$ cat src/rtl/dp_ram_port_arbiter.sv
// Round-robin arbiter that shares one dp_ram (1 read port, 1 write port) between NUM_REQ requesters.
// Each RAM port has its own pointer. Read data returns one cycle after its grant.
module dp_ram_port_arbiter #(
  parameter int NUM_REQ    = 4,
  parameter int ADDR_WIDTH = 8,
  parameter int DATA_WIDTH = 32,
  parameter int IDX_WIDTH  = 2
) (
  input  logic                             clk,
  input  logic                             rst,
  input  logic                             ram_busy,
  input  logic [NUM_REQ-1:0]               wr_req_valid,
  output logic [NUM_REQ-1:0]               wr_req_ready,
  input  logic [NUM_REQ*ADDR_WIDTH-1:0]    wr_req_addr,
  input  logic [NUM_REQ*DATA_WIDTH-1:0]    wr_req_data,
  input  logic [NUM_REQ*DATA_WIDTH-1:0]    wr_req_mask,
  input  logic [NUM_REQ-1:0]               rd_req_valid,
  output logic [NUM_REQ-1:0]               rd_req_ready,
  input  logic [NUM_REQ*ADDR_WIDTH-1:0]    rd_req_addr,
  output logic [NUM_REQ-1:0]               rd_rsp_valid,
  output logic [DATA_WIDTH-1:0]            rd_rsp_data,
  output logic                             ram_wr_en,
  output logic [ADDR_WIDTH-1:0]            ram_wr_addr,
  output logic [DATA_WIDTH-1:0]            ram_data_in,
  output logic [DATA_WIDTH-1:0]            ram_mask_in,
  output logic                             ram_rd_en,
  output logic [ADDR_WIDTH-1:0]            ram_rd_addr,
  input  logic [DATA_WIDTH-1:0]            ram_data_out
);

  localparam logic [IDX_WIDTH:0]   REQ_W    = (IDX_WIDTH+1)'(NUM_REQ);
  localparam logic [IDX_WIDTH-1:0] LAST_IDX = IDX_WIDTH'(NUM_REQ - 1);

  logic [IDX_WIDTH-1:0]  wr_ptr;
  logic [IDX_WIDTH-1:0]  rd_ptr;
  logic [NUM_REQ-1:0]    rd_pend_oh;

  logic [ADDR_WIDTH-1:0] wr_addr_a [NUM_REQ];
  logic [DATA_WIDTH-1:0] wr_data_a [NUM_REQ];
  logic [DATA_WIDTH-1:0] wr_mask_a [NUM_REQ];
  logic [ADDR_WIDTH-1:0] rd_addr_a [NUM_REQ];

  logic [IDX_WIDTH:0]    wr_pick;
  logic [IDX_WIDTH:0]    rd_pick;
  logic                  wr_gnt_vld;
  logic                  rd_gnt_vld;
  logic [IDX_WIDTH-1:0]  wr_idx;
  logic [IDX_WIDTH-1:0]  rd_idx;

  for (genvar g = 0; g < NUM_REQ; g++) begin : g_unpack
    assign wr_addr_a[g] = wr_req_addr[g*ADDR_WIDTH +: ADDR_WIDTH];
    assign wr_data_a[g] = wr_req_data[g*DATA_WIDTH +: DATA_WIDTH];
    assign wr_mask_a[g] = wr_req_mask[g*DATA_WIDTH +: DATA_WIDTH];
    assign rd_addr_a[g] = rd_req_addr[g*ADDR_WIDTH +: ADDR_WIDTH];
  end

  // Returns {found, index}. The search starts at ptr and wraps modulo NUM_REQ,
  // which need not be a power of two.
  function automatic logic [IDX_WIDTH:0] rr_pick(
    input logic [NUM_REQ-1:0]   valid,
    input logic [IDX_WIDTH-1:0] ptr
  );
    logic                 found;
    logic [IDX_WIDTH-1:0] pick;
    logic [IDX_WIDTH:0]   cand;
    found = 1'b0;
    pick  = '0;
    for (int unsigned k = 0; k < NUM_REQ; k++) begin
      cand = {1'b0, ptr} + (IDX_WIDTH+1)'(k);
      if (cand >= REQ_W) cand = cand - REQ_W;
      if (!found && valid[cand[IDX_WIDTH-1:0]]) begin
        found = 1'b1;
        pick  = cand[IDX_WIDTH-1:0];
      end
    end
    return {found, pick};
  endfunction

  function automatic logic [IDX_WIDTH-1:0] next_ptr(input logic [IDX_WIDTH-1:0] idx);
    return (idx == LAST_IDX) ? '0 : idx + IDX_WIDTH'(1);
  endfunction

  always_comb begin
    wr_pick = '0;
    rd_pick = '0;
    if (!rst && !ram_busy) begin
      wr_pick = rr_pick(wr_req_valid, wr_ptr);
      rd_pick = rr_pick(rd_req_valid, rd_ptr);
    end
  end

  assign wr_gnt_vld = wr_pick[IDX_WIDTH];
  assign wr_idx     = wr_pick[IDX_WIDTH-1:0];
  assign rd_gnt_vld = rd_pick[IDX_WIDTH];
  assign rd_idx     = rd_pick[IDX_WIDTH-1:0];

  always_comb begin
    wr_req_ready = '0;
    ram_wr_en    = 1'b0;
    ram_wr_addr  = '0;
    ram_data_in  = '0;
    ram_mask_in  = '0;
    if (wr_gnt_vld) begin
      wr_req_ready[wr_idx] = 1'b1;
      ram_wr_en            = 1'b1;
      ram_wr_addr          = wr_addr_a[wr_idx];
      ram_data_in          = wr_data_a[wr_idx];
      ram_mask_in          = wr_mask_a[wr_idx];
    end
  end

  always_comb begin
    rd_req_ready = '0;
    ram_rd_en    = 1'b0;
    ram_rd_addr  = '0;
    if (rd_gnt_vld) begin
      rd_req_ready[rd_idx] = 1'b1;
      ram_rd_en            = 1'b1;
      ram_rd_addr          = rd_addr_a[rd_idx];
    end
  end

  always_ff @(posedge clk or posedge rst) begin
    if (rst) begin
      wr_ptr     <= '0;
      rd_ptr     <= '0;
      rd_pend_oh <= '0;
    end else begin
      if (wr_gnt_vld) wr_ptr <= next_ptr(wr_idx);
      if (rd_gnt_vld) rd_ptr <= next_ptr(rd_idx);
      rd_pend_oh <= rd_req_ready;
    end
  end

  assign rd_rsp_valid = rd_pend_oh;
  assign rd_rsp_data  = (|rd_pend_oh) ? ram_data_out : '0;

endmodule

$ cat config.mk
export PLATFORM = sky130hd
export DESIGN_NAME = dp_ram_port_arbiter
export DESIGN_NICKNAME = d
export VERILOG_FILES = /design/src/rtl/dp_ram_port_arbiter.sv
export SDC_FILE = /design/constraint.sdc
export NUM_CORES = 1
export LEC_CHECK = 0
export BUFFER_PORTS_ARGS = -buffer_cell sky130_fd_sc_hd__buf_2
export CORE_AREA = 3 3 188 190
export CTS_CLUSTER_SIZE = 16
export DETAILED_ROUTE_END_ITERATION = 10
export DIE_AREA = 0 0 191 193
export HOLD_SLACK_MARGIN = 0.06
export PLACE_DENSITY = 0.45
export SLEW_MARGIN = 20
export SYNTH_ARGS = -nofsm -noshare
export SYNTH_HDL_FRONTEND = slang
export SYNTH_SLANG_ARGS = --single-unit
$ cat constraint.sdc
create_clock -name clk -period 6.3 [get_ports clk]
set_input_delay 1.89 -clock clk [delete_from_list [all_inputs] [get_ports clk]]
set_output_delay 1.89 -clock clk [all_outputs]
set_load 0.02 [all_outputs]
==> results_dict.tcl, run 1 <==
set metrics [dict create \
    final_common_cell "buf_2" \
    vias_per_cell 4.13 \
    slew_headroom 0.575 \
    ir_drop_mv 0.0819 \
    rr_worst_depth 7 \
    die_y_um 193 \
    drv_slew 0 \
    seq_area_frac_synth 0.0508 \
    clk_pin_slew_ns 0.03 \
    clock_path_buffers 2 \
    pre_cts_slack_ns 0.493 \
    setup_ws_ns 0.492 \
    critPathMaxFanout 21 \
    dominantRegCellSynth "dfrtp_1" \
    h-tree-depth 1 \
    syn_to_final_growth_pct 77.4 \
    die_w_um 191 \
    die_area_sq_um 36900 \
    overflow 0 \
    start_kind "input pin" \
    synthTopCellsByArea "mux2i_1 21%, a221oi_2 19%, a211oi_2 16%" \
    drt_first_pass_iters 4 \
    synth-simple-area-share 0.112 \
    cts_made_buffers 3 \
    min_period_over_period 0.922 \
    ctsHoldBuffers 0 \
    hp-start "wr_ptr[0]$_DFFE_PP0P_" \
    async_reset_ff_frac 1.00 \
    status "completed" \
    maxCapViolations 0 \
    grt_first_pass_wirelength_mm 30.3 \
    hold_violations 0 \
    antenna_found_initial 3 \
    hold_end "wr_ptr[0]$_DFFE_PP0P_" \
    synth-xor-area-share 0 \
    worstReg2RegStart "rd_ptr[0]$_DFFE_PP0P_" \
    worstSetupPathType "in -> out" \
    slowest_delay_ns 0.42 \
    initial_utilization 0.117 \
    tightest_slew_ns 0.635 \
    skew_ns 0.00101 \
    wire_per_inst_um 16.6 \
    critical_path.cell_chain "buf_2 -> nor2_1 -> a211o_4 -> nor3_4 -> buf_4 -> a221oi_1 -> a211oi_1 -> buf_2" \
    rows 67 \
    r2r_end "rd_rsp_valid[0]$_DFF_PP0_" \
    yosysWarnings 0 \
    leakagePower_nw 3.68 \
    synthMuxAreaShare 0.206 \
    nets 1248 \
    synth-compound-area-share 0.510 \
    gp_congestion 0.757 \
    detailed_place_hpwl_mm 18.6 \
    finalPower_uw 881 \
    synth_top_area_cell "mux2i_1" \
    clock_sinks 8 \
    core_area_sq_um 33600 \
    final_cell_mix "488 x buf_2, 81 x mux2i_1, 50 x a221oi_2, 50 x a211oi_2, 37 x nor2b_1" \
    worstPathArrival_ns 3.92 \
    cts_tree "yes" \
    setup_tns_ns 0 \
    crit_path_frequent_cell "buf_2" \
    hold_ws_ns 0.636 \
    powerDensity_nw_per_um2 126 \
    port_buffers 488 \
    netlist_area_sq_um 3940 \
    drcViolationCount 0 \
    clk-insertion-delay-late_ns 0.23 \
    synth_nets 786 \
    post_cts_buffers 0 \
    grt_pass1_vias 5328 \
    slowest_stage "a211o_4" \
    rrSetupSlack_ns 4.26 \
    place_area_sq_um 6910 \
    worstHoldPathType "reg -> reg" \
    cts_resized 0 \
    synth_edf_count 0 \
    required_ns 4.41 \
    grt_max_degree 61 \
    grt_usage 0.103 \
    drive_gt1_frac 0.710 \
    finalWirelength_mm 22.0 \
    cp-end-kind "output pin" \
    ys_ff_latch 8 \
    final-setup-viol-count 0 \
    ant_nets 0 \
    timing.fmax_ghz 0.172 \
    synth_top_area_frac 0.206 \
    stdcell_area_sq_um 6990 \
    min_path_cells 2 \
    dr_total_vias 5469 \
    synth_top_family_by_area "compound AO/OA/AOI/OAI gates" \
    drt_iter0_drc 129 \
    synth_cell_types 33 \
    cts_root_buf "clkbuf_16" \
    rsz0062_at_grt "no" \
    synth_cells 415 \
    syn_avg_cell_area_sq_um 9.50 \
    synth_fa_ha_area_frac 0.0254 \
    min_period_ns 5.81 \
    io-pin-count 489 \
]
-- layer usage --
metal  vias up  global-route usage  part of all wire
met5         -                   0                 0
met4         0              0.0251             0.018
met3        26              0.0183             0.080
met2       275               0.190              0.51
met1      2522               0.123              0.39
li1       2646                   -                 -
-- worst max-delay path by stage --
stage / from / endpoint / depth (start not counted)
floorplan: wr_req_valid[1] / ram_data_in[17] / 7
global route: wr_req_valid[0] / ram_mask_in[31] / 8
CTS: wr_req_valid[0] / ram_wr_addr[0] / 8
detailed placement: wr_req_valid[0] / ram_mask_in[31] / 8
finish: wr_req_valid[0] / ram_wr_addr[0] / 8
global placement: wr_req_valid[0] / ram_wr_addr[0] / 8
-- kinds of logic after synthesis --
kind of cell,after synthesis
AO/OA/AOI/OAI,181
multiplexers,81
AND/OR/NAND/NOR,72
buffers and inverters,65
adder cells (fa/ha/maj),8
flip-flops,8
-- registers in the layout, indices dropped and copies added (netlist names) --
signal,flops
rd_rsp_valid,4
wr_ptr,2
rd_ptr,2
-- synth_stat cells (2+ instances only) --
cell type	number
o211ai_1	2
nor2_1	8
clkbuf_1	16
ha_1	8
buf_4	11
o311a_1	2
o21ai_0	2
buf_8	5
nand2b_1	3
nor4bb_1	4
a211oi_1	30
a211oi_2	50
nor2b_1	37
o21ai_1	3
a221oi_2	50
o21bai_1	3
a221oi_1	31
nand2_1	4
inv_1	10
nand3b_1	2
buf_2	22
dfrtp_1	8
a211o_1	2
and2_1	9
a21oi_1	5
mux2i_1	81
-- final cells by class --
type                            count  area (sq um)
Antenna cell                        2          5.00
Tap cell                          448           561
Fill cell                        3802         26600
Timing Repair Buffer              512          2710
Clock buffer                        3          75.1
Sequential cell                     8           200
Inverter                           10          37.5
Multi-Input combinational cell    342          3400
-- metrics by stage --
stage / util / instances
5_1_grt: 0.208 / 1325
2_1_floorplan: - / 415
3_3_place_gp: 0.206 / 1320
6_report: 0.208 / 1325
4_1_cts: 0.208 / 1323
3_5_place_dp: 0.206 / 1320
-- worst max-delay path: cells and delay by family --
kind,cells,cell delay (ns)
compound gates,3,0.92
buf+inv,3,0.77
simple gates,2,0.32
-- report_power, final --
group / internal [mW] / switching (mW) / leakage, nW / total [mW]
Combinational: 0.303 / 0.407 / 3.54 / 0.710
Clock: 0.0816 / 0.0223 / 0.0370 / 0.104
Sequential: 0.0577 / 0.00951 / 0.103 / 0.0672
No activity file was read; power rests on OpenSTA's default activity.
==> run 2, diff against run 1 <==
--- a/config.mk
+++ b/config.mk
@@ -6,12 +6,13 @@
 export NUM_CORES = 1
 export LEC_CHECK = 0
 export BUFFER_PORTS_ARGS = -buffer_cell sky130_fd_sc_hd__buf_2
-export CORE_AREA = 3 3 188 190
+export CORE_AREA = 3 3 191 193
+export CTS_BUF_LIST = sky130_fd_sc_hd__clkbuf_4
 export CTS_CLUSTER_SIZE = 16
 export DETAILED_ROUTE_END_ITERATION = 10
-export DIE_AREA = 0 0 191 193
+export DIE_AREA = 0 0 194 196
 export HOLD_SLACK_MARGIN = 0.06
-export PLACE_DENSITY = 0.45
+export PLACE_DENSITY = 0.44
 export SLEW_MARGIN = 20
 export SYNTH_ARGS = -nofsm -noshare
 export SYNTH_HDL_FRONTEND = slang
==> constraint.sdc (replaced) <==
create_clock -name clk -period 6.2 [get_ports clk]
set_input_delay 1.86 -clock clk [delete_from_list [all_inputs] [get_ports clk]]
set_output_delay 1.86 -clock clk [all_outputs]
set_load 0.02 [all_outputs]
==> run 2 against run 1 <==
Clock power fell by 63%. Critical path depth is the same. Combinational power rose by 2%. First-iteration DRC count up 24%. Clock skew increased by 0.0061 ns. Clock-buffer cell count is the same. Final cell count is 0.30% higher.
==> results_dict.tcl, run 2 (synthesis results as in run 1) <==
set metrics [dict create \
    status "completed" \
    rr_worst_depth 8 \
    die_y_um 196 \
    setup_ws_ns 0.484 \
    nets 1246 \
    hp-start "wr_ptr[1]$_DFFE_PP0P_" \
    slew_headroom 0.544 \
    slowest_stage "a211oi_1" \
    required_ns 4.34 \
    grt_pass1_vias 5457 \
    worstPathArrival_ns 3.86 \
    grt_first_pass_wirelength_mm 32.6 \
    cts_made_buffers 3 \
    critPathMaxFanout 15 \
    min_path_cells 2 \
    drt_first_pass_iters 4 \
    cts_tree "yes" \
    clock_path_buffers 2 \
    largest_reg_flops 4 \
    skew_ns 0.00708 \
    critical_path.cell_chain "buf_2 -> nor2_1 -> a211o_4 -> nor3_4 -> buf_4 -> a221oi_1 -> a211oi_1 -> buf_2" \
    h-tree-depth 1 \
    start_kind "input pin" \
    place_area_sq_um 6930 \
    cts_root_buf "clkbuf_4" \
    ctsHoldBuffers 0 \
    initial_utilization 0.114 \
    setup_tns_ns 0 \
    die_w_um 194 \
    drive_gt1_frac 0.709 \
    path_buf_inv 3 \
    clk_pin_slew_ns 0.05 \
    ant_nets 0 \
    slowest_delay_ns 0.48 \
    cts_resized 0 \
    antenna_found_initial 3 \
    drt_iter0_drc 160 \
    final_cell_mix "488 x buf_2, 81 x mux2i_1, 50 x a221oi_2, 50 x a211oi_2, 37 x nor2b_1" \
    vias_per_cell 4.08 \
    overflow 0 \
    worstHoldPathType "reg -> reg" \
    leakagePower_nw 3.66 \
    final-setup-viol-count 0 \
    final_common_cell "buf_2" \
    grt_max_degree 75 \
    powerDensity_nw_per_um2 119 \
    dr_total_vias 5423 \
    path_delay_family "compound AO/OA/AOI/OAI gates" \
    r2r_end "wr_ptr[1]$_DFFE_PP0P_" \
    clk-insertion-delay-late_ns 0.25 \
    core_area_sq_um 34700 \
    hold_end "wr_ptr[1]$_DFFE_PP0P_" \
    worstSetupPathType "in -> out" \
    stdcell_area_sq_um 6950 \
    pre_cts_slack_ns 0.450 \
    rsz0062_at_grt "no" \
    detailed_place_hpwl_mm 19.1 \
    crit_path_frequent_cell "buf_2" \
    post_cts_buffers 0 \
    grt_usage 0.107 \
    io-pin-count 489 \
    die_area_sq_um 38000 \
    rrSetupSlack_ns 4.09 \
    hold_violations 0 \
    ir_drop_mv 0.0713 \
    tightest_slew_ns 0.681 \
    rows 68 \
    min_period_over_period 0.922 \
    drv_slew 0 \
    cp-end-kind "output pin" \
    finalWirelength_mm 22.7 \
    startpoint "wr_req_valid[0]" \
    wire_per_inst_um 17.1 \
    gp_congestion 0.852 \
    hold_ws_ns 0.648 \
    worstReg2RegStart "wr_ptr[0]$_DFFE_PP0P_" \
    syn_to_final_growth_pct 76.4 \
    clock_sinks 8 \
    timing.fmax_ghz 0.175 \
    port_buffers 488 \
    finalPower_uw 831 \
    maxCapViolations 0 \
    min_period_ns 5.72 \
    drcViolationCount 0 \
]
## run 2: cell count changes in the layout (fill, tap and decap cells not counted), sizes merged
cell   before  now
diode       2    1
buf       512  510
## run 2: layer usage
| metal | global-route usage | vias to the layer above | routed length [um] |
|---|---|---|---|
| li1 | - | 2647 | - |
| met1 | 0.131 | 2489 | 9180 |
| met2 | 0.199 | 271 | 11600 |
| met3 | 0.0156 | 16 | 1540 |
| met4 | 0.0176 | 0 | 327 |
| met5 | 0 | - | 0 |
## run 2: how the worst max path moves through the flow
| stage | end | slack [ns] | cells after the start |
|---|---|---|---|
| 2_1_floorplan | ram_data_in[17] | 0.91 | 7 |
| 3_3_place_gp | rd_req_ready[2] | 0.34 | 8 |
| 3_5_place_dp | ram_data_in[20] | 0.45 | 8 |
| 4_1_cts | ram_data_in[20] | 0.45 | 8 |
| 5_1_grt | ram_data_in[20] | 0.38 | 8 |
| 6_report | ram_data_in[31] | 0.48 | 8 |
## run 2: power breakdown
group,internal [mW],switching (mW)
registers,0.0583,0.0112
clock network,0.0221,0.0169
logic,0.306,0.416
total,0.387,0.444
## run 2: worst reg2reg max path, delay by kind of cell (launching register included)
kind	cells	cell delay [ns]
AO/OA/AOI/OAI	2	0.30
adder cells (fa/ha/maj)	1	0.30
buffers and inverters	2	0.46
flip-flops	1	0.49
AND/OR/NAND/NOR	3	0.44
## run 2: per-stage QoR
stage | util | std cells
final | 0.200 | 1329
after CTS | 0.200 | 1328
after global placement | 0.199 | 1324
after global routing | 0.200 | 1329
after detailed placement | 0.200 | 1325
after floorplan | - | 415
## run 2: cell type report
cell class                      instances  area, sq um
Sequential cell                         8          200
Multi-Input combinational cell        342         3400
Antenna cell                            1         2.50
Tap cell                              455          569
Timing Repair Buffer                  510         2720
Clock buffer                            3         22.5
Fill cell                            3904        27800
Inverter                               10         37.5
==> run 3, diff against run 2 <==
--- a/config.mk
+++ b/config.mk
@@ -12,7 +12,10 @@
 export DETAILED_ROUTE_END_ITERATION = 10
 export DIE_AREA = 0 0 194 196
 export HOLD_SLACK_MARGIN = 0.06
+export MAX_ROUTING_LAYER = met4
 export PLACE_DENSITY = 0.44
+export RECOVER_POWER = 50
+export REMOVE_ABC_BUFFERS = 1
 export SLEW_MARGIN = 20
 export SYNTH_ARGS = -nofsm -noshare
 export SYNTH_HDL_FRONTEND = slang
==> run 3 against run 2 <==
First-iteration DRC count increased by 28%. Sequential share of layout area hardly changed. Largest power group unchanged. Non-clock buffer count rose by 12. Fmax down 2.4%. Via count increased by 1.0%. Critical path depth stayed put.
==> results_dict.tcl, run 3 (synthesis results as in run 1) <==
set metrics [dict create \
    setup_ws_ns 0.344 \
    pre_cts_slack_ns 0.411 \
    cts_tree "yes" \
    core_area_sq_um 34700 \
    slowest_stage "o311a_1" \
    cp-end-kind "output pin" \
    clkPwrFrac 0.048 \
    p_comb_frac 0.870 \
    p_sw_uw 454 \
    port_buffers 488 \
    slowest_delay_ns 0.54 \
    clk-insertion-delay-late_ns 0.25 \
    ir_drop_mv 0.0628 \
    start_kind "input pin" \
    final-setup-viol-count 0 \
    worstHoldPathType "reg -> reg" \
    worstSetupPathType "in -> out" \
    initial_utilization 0.114 \
    ctsHoldBuffers 0 \
    wire_per_inst_um 18.3 \
    critPathMaxFanout 11 \
    rsz0062_at_grt "no" \
    overflow 0 \
    drv_slew 0 \
    largest_reg_flops 4 \
    hold_violations 0 \
    final_common_cell "buf_2" \
    tightest_slew_ns 1.07 \
    drcViolationCount 0 \
    io-pin-count 489 \
    leakagePower_nw 3.48 \
    status "completed" \
    skew_ns 0.00344 \
    cts_resized 0 \
    post_cts_buffers 0 \
    drt_iter0_drc 204 \
    die_area_sq_um 38000 \
    multi_input_area_sq_um 3380 \
    hp-start "wr_ptr[1]$_DFFE_PP0P_" \
    rows 68 \
    finalWirelength_mm 24.6 \
    clock_path_buffers 2 \
    gp_congestion 0.903 \
    clock_sinks 8 \
    grt_usage 0.119 \
    clk_pin_slew_ns 0.06 \
    min_period_ns 5.86 \
    share_seq_of_total_power 0.082 \
    grt_pass1_vias 5606 \
    die_w_um 194 \
    p_int_uw 383 \
    vias_per_cell 4.08 \
    maxCapViolations 0 \
    critical_path.cell_chain "clkbuf_1 -> nor2b_1 -> o21ai_0 -> o311a_1 -> clkbuf_1 -> a221oi_1 -> a211oi_1 -> clkbuf_1" \
    cts_root_buf "clkbuf_4" \
    slew_headroom 0.288 \
    worstPathArrival_ns 4.00 \
    powerDensity_nw_per_um2 121 \
    grt_max_degree 61 \
    h-tree-depth 1 \
    antenna_found_initial 2 \
    timing.fmax_ghz 0.171 \
    nets 1258 \
    min_period_over_period 0.945 \
    fill_cells 3975 \
    worstReg2RegStart "rd_ptr[0]$_DFFE_PP0P_" \
    final_cell_mix "436 x buf_2, 81 x mux2i_1, 54 x clkbuf_1" \
    drt_first_pass_iters 4 \
    path_delay_family "compound AO/OA/AOI/OAI gates" \
    drive_gt1_frac 0.650 \
    path_buf_inv 3 \
    cts_made_buffers 3 \
    crit_path_frequent_cell "clkbuf_1" \
    dr_total_vias 5478 \
    required_ns 4.34 \
    die_y_um 196 \
    syn_to_final_growth_pct 75.7 \
    hold_ws_ns 0.640 \
    ant_nets 0 \
    grt_first_pass_wirelength_mm 35.0 \
    startpoint "rd_req_valid[0]" \
    seqCellArea_sq_um 200 \
    swShare 0.542 \
    detailed_place_hpwl_mm 21.1 \
]
[run 3: worst reg2reg max path, stage by stage, from the launching register on]
cell,delay [ns]
dfrtp_1,0.45
nor2b_1,0.07
o21ai_0,0.21
o311a_1,0.54
and2_0,0.31
inv_1,0.10
ha_1,0.20
and2_0,0.15
[run 3: routing by layer]
metal | up-vias | wire length [um] | global-route usage
li1 | 2669 | - | -
met1 | 2533 | 10200 | 0.146
met2 | 264 | 12700 | 0.214
met3 | 12 | 1420 | 0.0165
met4 | 0 | 282 | 0.0160
met5 | - | 0 | -
[run 3: final timing paths]
| path | to | slack (ns) | cells past startpoint |
|---|---|---|---|
| max | ram_rd_addr[4] | 0.34 | 8 |
| min reg2reg | wr_ptr[1]$_DFFE_PP0P_ | 0.64 | 2 |
| max in group asynchronous | rd_ptr[0]$_DFFE_PP0P_ | 4.28 | 2 |
| max reg2reg | rd_rsp_valid[2]$_DFF_PP0_ | 4.05 | 7 |
| min | wr_ptr[1]$_DFFE_PP0P_ | 0.64 | 2 |
| min in group asynchronous | wr_ptr[0]$_DFFE_PP0P_ | 1.67 | 2 |
[run 3: power groups by stage]
| stage | Sequential, mW | Clock, mW | Combinational (mW) |
|---|---|---|---|
| 2_1_floorplan | 0.0670 | 0 | 0.485 |
| 3_3_place_gp | 0.0697 | 0 | 0.747 |
| 3_5_place_dp | 0.0695 | 0 | 0.748 |
| 4_1_cts | 0.0684 | 0.0444 | 0.750 |
| 5_1_grt | 0.0696 | 0.0467 | 0.784 |
| 6_report | 0.0688 | 0.0403 | 0.728 |
[run 3: stage by stage]
| stage | power, mW | setup TNS (ns) | area, sq um | instances | util |
|---|---|---|---|---|---|
| 6_report | 0.837 | 0 | 6930 | 1342 | 0.200 |
| 3_5_place_dp | 0.818 | 0 | 6990 | 1337 | 0.201 |
| 2_1_floorplan | 0.552 | -441.93 | 3600 | 360 | - |
| 5_1_grt | 0.900 | 0 | 6930 | 1342 | 0.200 |
| 3_3_place_gp | 0.816 | 0 | 6990 | 1337 | 0.201 |
| 4_1_cts | 0.863 | 0 | 7020 | 1340 | 0.202 |
[run 3: layout make-up]
class,instances,share of cell area
inverters,10,0.00542
flip-flops and latches,8,0.0289
well taps,455,0.0822
diodes,2,0.000723
clock buffers,3,0.00325
repair buffers,522,0.392
multi-input cells,342,0.488
